==> config.mk <==
export PLATFORM = sky130hd
export DESIGN_NAME = parity_frame_ctrl
export DESIGN_NICKNAME = d
export VERILOG_FILES = /design/src/rtl/parity_pkg.sv /design/src/rtl/parity_xor_n.sv /design/src/rtl/parity_frame_ctrl.sv
export SDC_FILE = /design/constraint.sdc
export NUM_CORES = 1
export LEC_CHECK = 0
export ABC_AREA = 1
export CORE_ASPECT_RATIO = 1.75
export CORE_MARGIN = 5
export CORE_UTILIZATION = 40
export CTS_CLUSTER_DIAMETER = 200
export DETAILED_ROUTE_END_ITERATION = 7
export GPL_TIMING_DRIVEN = 0
export PLACE_DENSITY_LB_ADDON = 0.25
export SLEW_MARGIN = 15
export SYNTH_ARGS = -nofsm -noshare
export SYNTH_HDL_FRONTEND = slang
export SYNTH_HIERARCHICAL = 1
export SYNTH_SLANG_ARGS = --single-unit
==> constraint.sdc <==
create_clock -name clk -period 3 [get_ports clk]
set_clock_uncertainty 0.2 [all_clocks]
set_input_delay 0.6 -clock clk [delete_from_list [all_inputs] [get_ports clk]]
set_output_delay 0.6 -clock clk [all_outputs]
set_load 0.1 [all_outputs]
==> src/rtl/parity_pkg.sv <==
// Shared encodings for the serial parity frame controller.
// States and parity-sense constants used by the controller and its bench.
package parity_pkg;

  typedef enum logic [1:0] {
    ST_IDLE = 2'd0,
    ST_DATA = 2'd1,
    ST_PAR  = 2'd2,
    ST_HOLD = 2'd3
  } state_t;

  localparam logic PAR_EVEN = 1'b0;
  localparam logic PAR_ODD  = 1'b1;

endpackage

==> src/rtl/parity_xor_n.sv <==
// Combinational XOR reduction of an N-bit vector.
// Used to fold data plus received parity bit into one check bit.
module parity_xor_n #(
  parameter int N = 5
) (
  input  logic [N-1:0] i_vec,
  output logic         o_par
);

  assign o_par = ^i_vec;

endmodule

==> src/rtl/parity_frame_ctrl.sv <==
// Deserialises data+parity frames, checks parity, presents results
// on a valid/ready port and keeps frame / error statistics.
module parity_frame_ctrl
  import parity_pkg::*;
#(
  parameter int DATA_W = 4,
  parameter int ODD    = 0,
  parameter int CNT_W  = 8
) (
  input  logic              clk,
  input  logic              rst_n,
  input  logic              sin_valid,
  input  logic              sin_start,
  input  logic              sin_bit,
  output logic              sin_ready,
  output logic              out_valid,
  input  logic              out_ready,
  output logic [DATA_W-1:0] out_data,
  output logic              out_err,
  input  logic              clr_cnt,
  output logic [CNT_W-1:0]  frame_cnt,
  output logic [CNT_W-1:0]  err_cnt
);

  localparam int IDX_W = $clog2(DATA_W) + 1;
  localparam state_t ST_FIRST =
    (DATA_W == 1) ? ST_PAR : ST_DATA;
  localparam logic [IDX_W-1:0] IDX_LAST =
    IDX_W'(DATA_W - 1);
  localparam logic [CNT_W-1:0] CNT_MAX = '1;
  localparam logic SENSE =
    (ODD != 0) ? PAR_ODD : PAR_EVEN;

  state_t            r_state;
  state_t            w_nxt;
  logic [IDX_W-1:0]  r_idx;
  logic [DATA_W-1:0] r_data;
  logic [DATA_W-1:0] r_out_data;
  logic              r_out_err;
  logic              r_out_valid;
  logic [CNT_W-1:0]  r_frame_cnt;
  logic [CNT_W-1:0]  r_err_cnt;

  logic w_acc;
  logic w_new;
  logic w_par;
  logic w_xor;
  logic w_err;

  assign sin_ready = (r_state != ST_HOLD);
  assign w_acc     = sin_valid & sin_ready;
  assign w_new     = w_acc & sin_start;
  assign w_par     = w_acc & ~sin_start &
                     (r_state == ST_PAR);

  parity_xor_n #(
    .N (DATA_W + 1)
  ) u_xor (
    .i_vec ({sin_bit, r_data}),
    .o_par (w_xor)
  );

  assign w_err = w_xor ^ SENSE;

  always_ff @(posedge clk or negedge rst_n) begin
    if (!rst_n) r_state <= ST_IDLE;
    else        r_state <= w_nxt;
  end

  // A start bit restarts the frame from any receiving state.
  always_comb begin
    w_nxt = r_state;
    unique case (r_state)
      ST_IDLE: begin
        if (w_new) w_nxt = ST_FIRST;
      end
      ST_DATA: begin
        if (w_new)
          w_nxt = ST_FIRST;
        else if (w_acc && r_idx == IDX_LAST)
          w_nxt = ST_PAR;
      end
      ST_PAR: begin
        if (w_new)      w_nxt = ST_FIRST;
        else if (w_acc) w_nxt = ST_HOLD;
      end
      ST_HOLD: begin
        if (out_ready) w_nxt = ST_IDLE;
      end
      default: w_nxt = ST_IDLE;
    endcase
  end

  always_ff @(posedge clk or negedge rst_n) begin
    if (!rst_n) begin
      r_idx  <= '0;
      r_data <= '0;
    end else if (w_new) begin
      r_data <= DATA_W'(sin_bit);
      r_idx  <= IDX_W'(1);
    end else if (w_acc && r_state == ST_DATA) begin
      for (int i = 0; i < DATA_W; i++)
        if (r_idx == IDX_W'(i)) r_data[i] <= sin_bit;
      r_idx <= r_idx + IDX_W'(1);
    end
  end

  always_ff @(posedge clk or negedge rst_n) begin
    if (!rst_n) begin
      r_out_data  <= '0;
      r_out_err   <= 1'b0;
      r_out_valid <= 1'b0;
    end else if (w_par) begin
      r_out_data  <= r_data;
      r_out_err   <= w_err;
      r_out_valid <= 1'b1;
    end else if (r_state == ST_HOLD && out_ready) begin
      r_out_valid <= 1'b0;
    end
  end

  always_ff @(posedge clk or negedge rst_n) begin
    if (!rst_n) begin
      r_frame_cnt <= '0;
      r_err_cnt   <= '0;
    end else if (clr_cnt) begin
      r_frame_cnt <= '0;
      r_err_cnt   <= '0;
    end else if (w_par) begin
      r_frame_cnt <= r_frame_cnt + CNT_W'(1);
      if (w_err && r_err_cnt != CNT_MAX)
        r_err_cnt <= r_err_cnt + CNT_W'(1);
    end
  end

  assign out_valid = r_out_valid;
  assign out_data  = r_out_data;
  assign out_err   = r_out_err;
  assign frame_cnt = r_frame_cnt;
  assign err_cnt   = r_err_cnt;

endmodule

==> out/results.txt <==
Initial DRT Pass Iterations - 4
sw frac - 48.1%
final slew viol count - 0
filler instances - 418
syn_nets - 250
sinks on the clock net - 31
TritonCTS clock tree - done
Worst Tran Pin Value - 983 ps
max frequency - 0.352 GHz
vias - 1604
critical path arrival - 2040 ps
leakage - 0.00115 uW
CP Capture Type - primary output
CP peak stage delay - 1150 ps
# port buffers - 29
VDD IR-drop max - 0.583 mV
DRC violations left - 0
Final nets - 286
vias per cell - 4.95
#FFs+latches synth - 31
Initial Utilization - 40.7%
Slowest cell on crit path - clkdlybuf4s50_1
WP data required - 2200 ps
Ys Warns - 6
die height - 98.1 um
cell row count - 32
die area - 5920 um^2
critical path buffer and inverter count - 1
count of cell types in the netlist - 24
Hold Path Class - input pin to async pin
net switching power figure - 819 uW
Rel. slew slack - 34.2%
RSZ-0062 raised after global routing - no
Gates resized, CTS repair - 0
hold_buf cts - 0
first-pass GRT wire length - 6.90 mm
Final Hold Fails - 0
Root Buffer - clkbuf_8
area of the multi-input gates - 853 um^2
maximum number of pins on one net before global-route repair - 32
final setup vio count - 0
power density over cell area - 772 nW/um^2
startpoint types - flip-flop
CP max FO - 7
vias in the first global route - 1636
Post-Synthesis Cell Area - 1780 um^2
Congestion Overflow GR - 0
sequential power share - 35.0%
CP top delay family - buffers and inverters
drt first-iter violations - 36
register area - 776 um^2
crit path cell chain - nand2_2 -> clkdlybuf4s50_1
Crit Path Class - flip-flop to primary output
DIE WIDTH - 60.4 um
depth of the CTS H-tree - 2
area delta synth->final - 24.2%
Setup Buffers After CTS - 0
Max Cap Viol - 0
number of top-level pins - 30
post-route antenna net violation count - 0
TNS Setup - 0 ps
crit share post-route - 94.7%
share of layout cells above drive strength 1 - 6.96%
core box area - 4360 um^2
Hold WS - 170 ps
fin crit period - 2840 ps
cts bufs inserted - 5
outcome - complete, no violations
initial antenna violation count - 0
Post-Syn Instances - 236
routed wire length - 3.86 mm
clock-pin slew on the worst setup and hold paths - 60 ps
total track usage - 15.0%
ant diodes - 0
hpwl dp - 2.95 mm
final core utilization - 50.5%
Internal Power - 884 uW
Worst-Skew Late Latency - 280 ps
sequential area share after synthesis - 43.7%
post-detailed-route wirelength per cell - 11.9 um
Clock Path Buffers - 2
Logic pwr share - 46.4%
clock network power share - 18.7%
GP Congestion - 0.825
Avg Inst Size Synth - 7.52 um^2
[cell usage after synthesis (all sizes together)]
cell type | number | area share [%]
nand2 | 84 | 18
o21bai | 2 | 0.85
nor2 | 18 | 5.2
ha | 7 | 4.9
xnor2 | 1 | 0.49
buf | 1 | 0.63
o31ai | 1 | 0.42
o22ai | 2 | 0.70
clkbuf | 1 | 0.21
clkinv | 1 | 0.21
nand3 | 21 | 6.5
nor3 | 2 | 0.56
xor2 | 4 | 2.0
o21ai | 17 | 4.8
nand4 | 8 | 2.8
a21boi | 1 | 0.63
dfrtp | 31 | 44
inv | 34 | 7.2
[through the flow]
stage | std cells | power, uW | setup WS, ps | cell area [um^2]
floorplan | 236 | 1200 | 739 | 1780
global placement | 316 | 1390 | 462 | 2130
detailed placement | 316 | 1410 | 447 | 2120
CTS | 324 | 1720 | 151 | 2210
global route | 324 | 1830 | 92.3 | 2210
finish | 324 | 1700 | 159 | 2210
[layout make-up]
cell class / count / share of cell area (%)
buffer: 2 / 0.681
timing repair buffer: 29 / 12.9
clock inverter: 1 / 0.227
multi-input combinational: 168 / 38.7
clock buffer: 7 / 3.46
sequential: 31 / 35.2
inverter: 35 / 5.96
tap: 51 / 2.89
[worst paths after layout]
check	from	to	slack, ps	depth (start not counted)
worst max register to register	r_data[3]	err_cnt[1]	1290	12
worst min register to register	out_data[3]	out_data[3]	280	2
worst min-delay path	rst_n	out_data[2]	170	1
max in group asynchronous	rst_n	err_cnt[0]	1980	1
min in group clk	out_data[3]	out_data[3]	280	2
worst max-delay path	r_state[0]	sin_ready	160	2
[routing by layer]
layer  vias up  track usage, %  routed length [um]
li1        815               -                   -
met1       746            16.0                1520
met2        32            26.3                2090
met3        11            3.04                 138
met4         0            7.68                 106
met5         -               0                   0
[cell usage in the layout (no fill, tap or decap)]
cell	Yosys	routed
dfrtp_1	31	31
xnor2_1	1	1
buf_2	0	1
o31ai_1	1	1
nand4_1	8	8
xor2_1	4	4
clkdlybuf4s50_1	0	28
nor2_2	1	1
o21bai_1	2	2
clkinv_2	0	1
nor3_1	2	2
nor2_1	14	14
o21ai_0	15	15
clkinv_1	1	1
o22ai_1	2	2
nand2_2	3	3
nor2_4	3	3
clkbuf_8	0	5
nand2_1	81	81
nand3_2	2	2
ha_1	7	7
a21boi_2	1	1
buf_6	1	1
clkbuf_1	1	3
inv_1	33	33
o21ai_1	2	2
inv_2	1	1
nand3_1	19	19
[power groups by stage]
stage          Sequential [uW]  Clock [uW]  Combinational, uW
5_1_grt                    614         341                872
4_1_cts                    597         324                802
6_report                   596         318                790
2_1_floorplan              886           0                317
3_5_place_dp               605           0                801
3_3_place_gp               601           0                791
[kinds of logic (layout without fill, tap and decap cells)]
group,Yosys count,after routing,synth area share (%)
buffers and inverters,37,74,8.24
AO/OA/AOI/OAI,23,23,7.40
XOR/XNOR,5,5,2.47
flip-flops,31,31,43.7
adder cells (fa/ha/maj),7,7,4.93
AND/OR/NAND/NOR,133,133,33.3
[registers in the layout, indices dropped and copies added, names as in the netlist]
signal / count
out_err: 1
r_idx: 3
err_cnt: 8
frame_cnt: 8
r_state: 2
out_data: 4
out_valid: 1
r_data: 4
(Power assumes the default switching activity.)
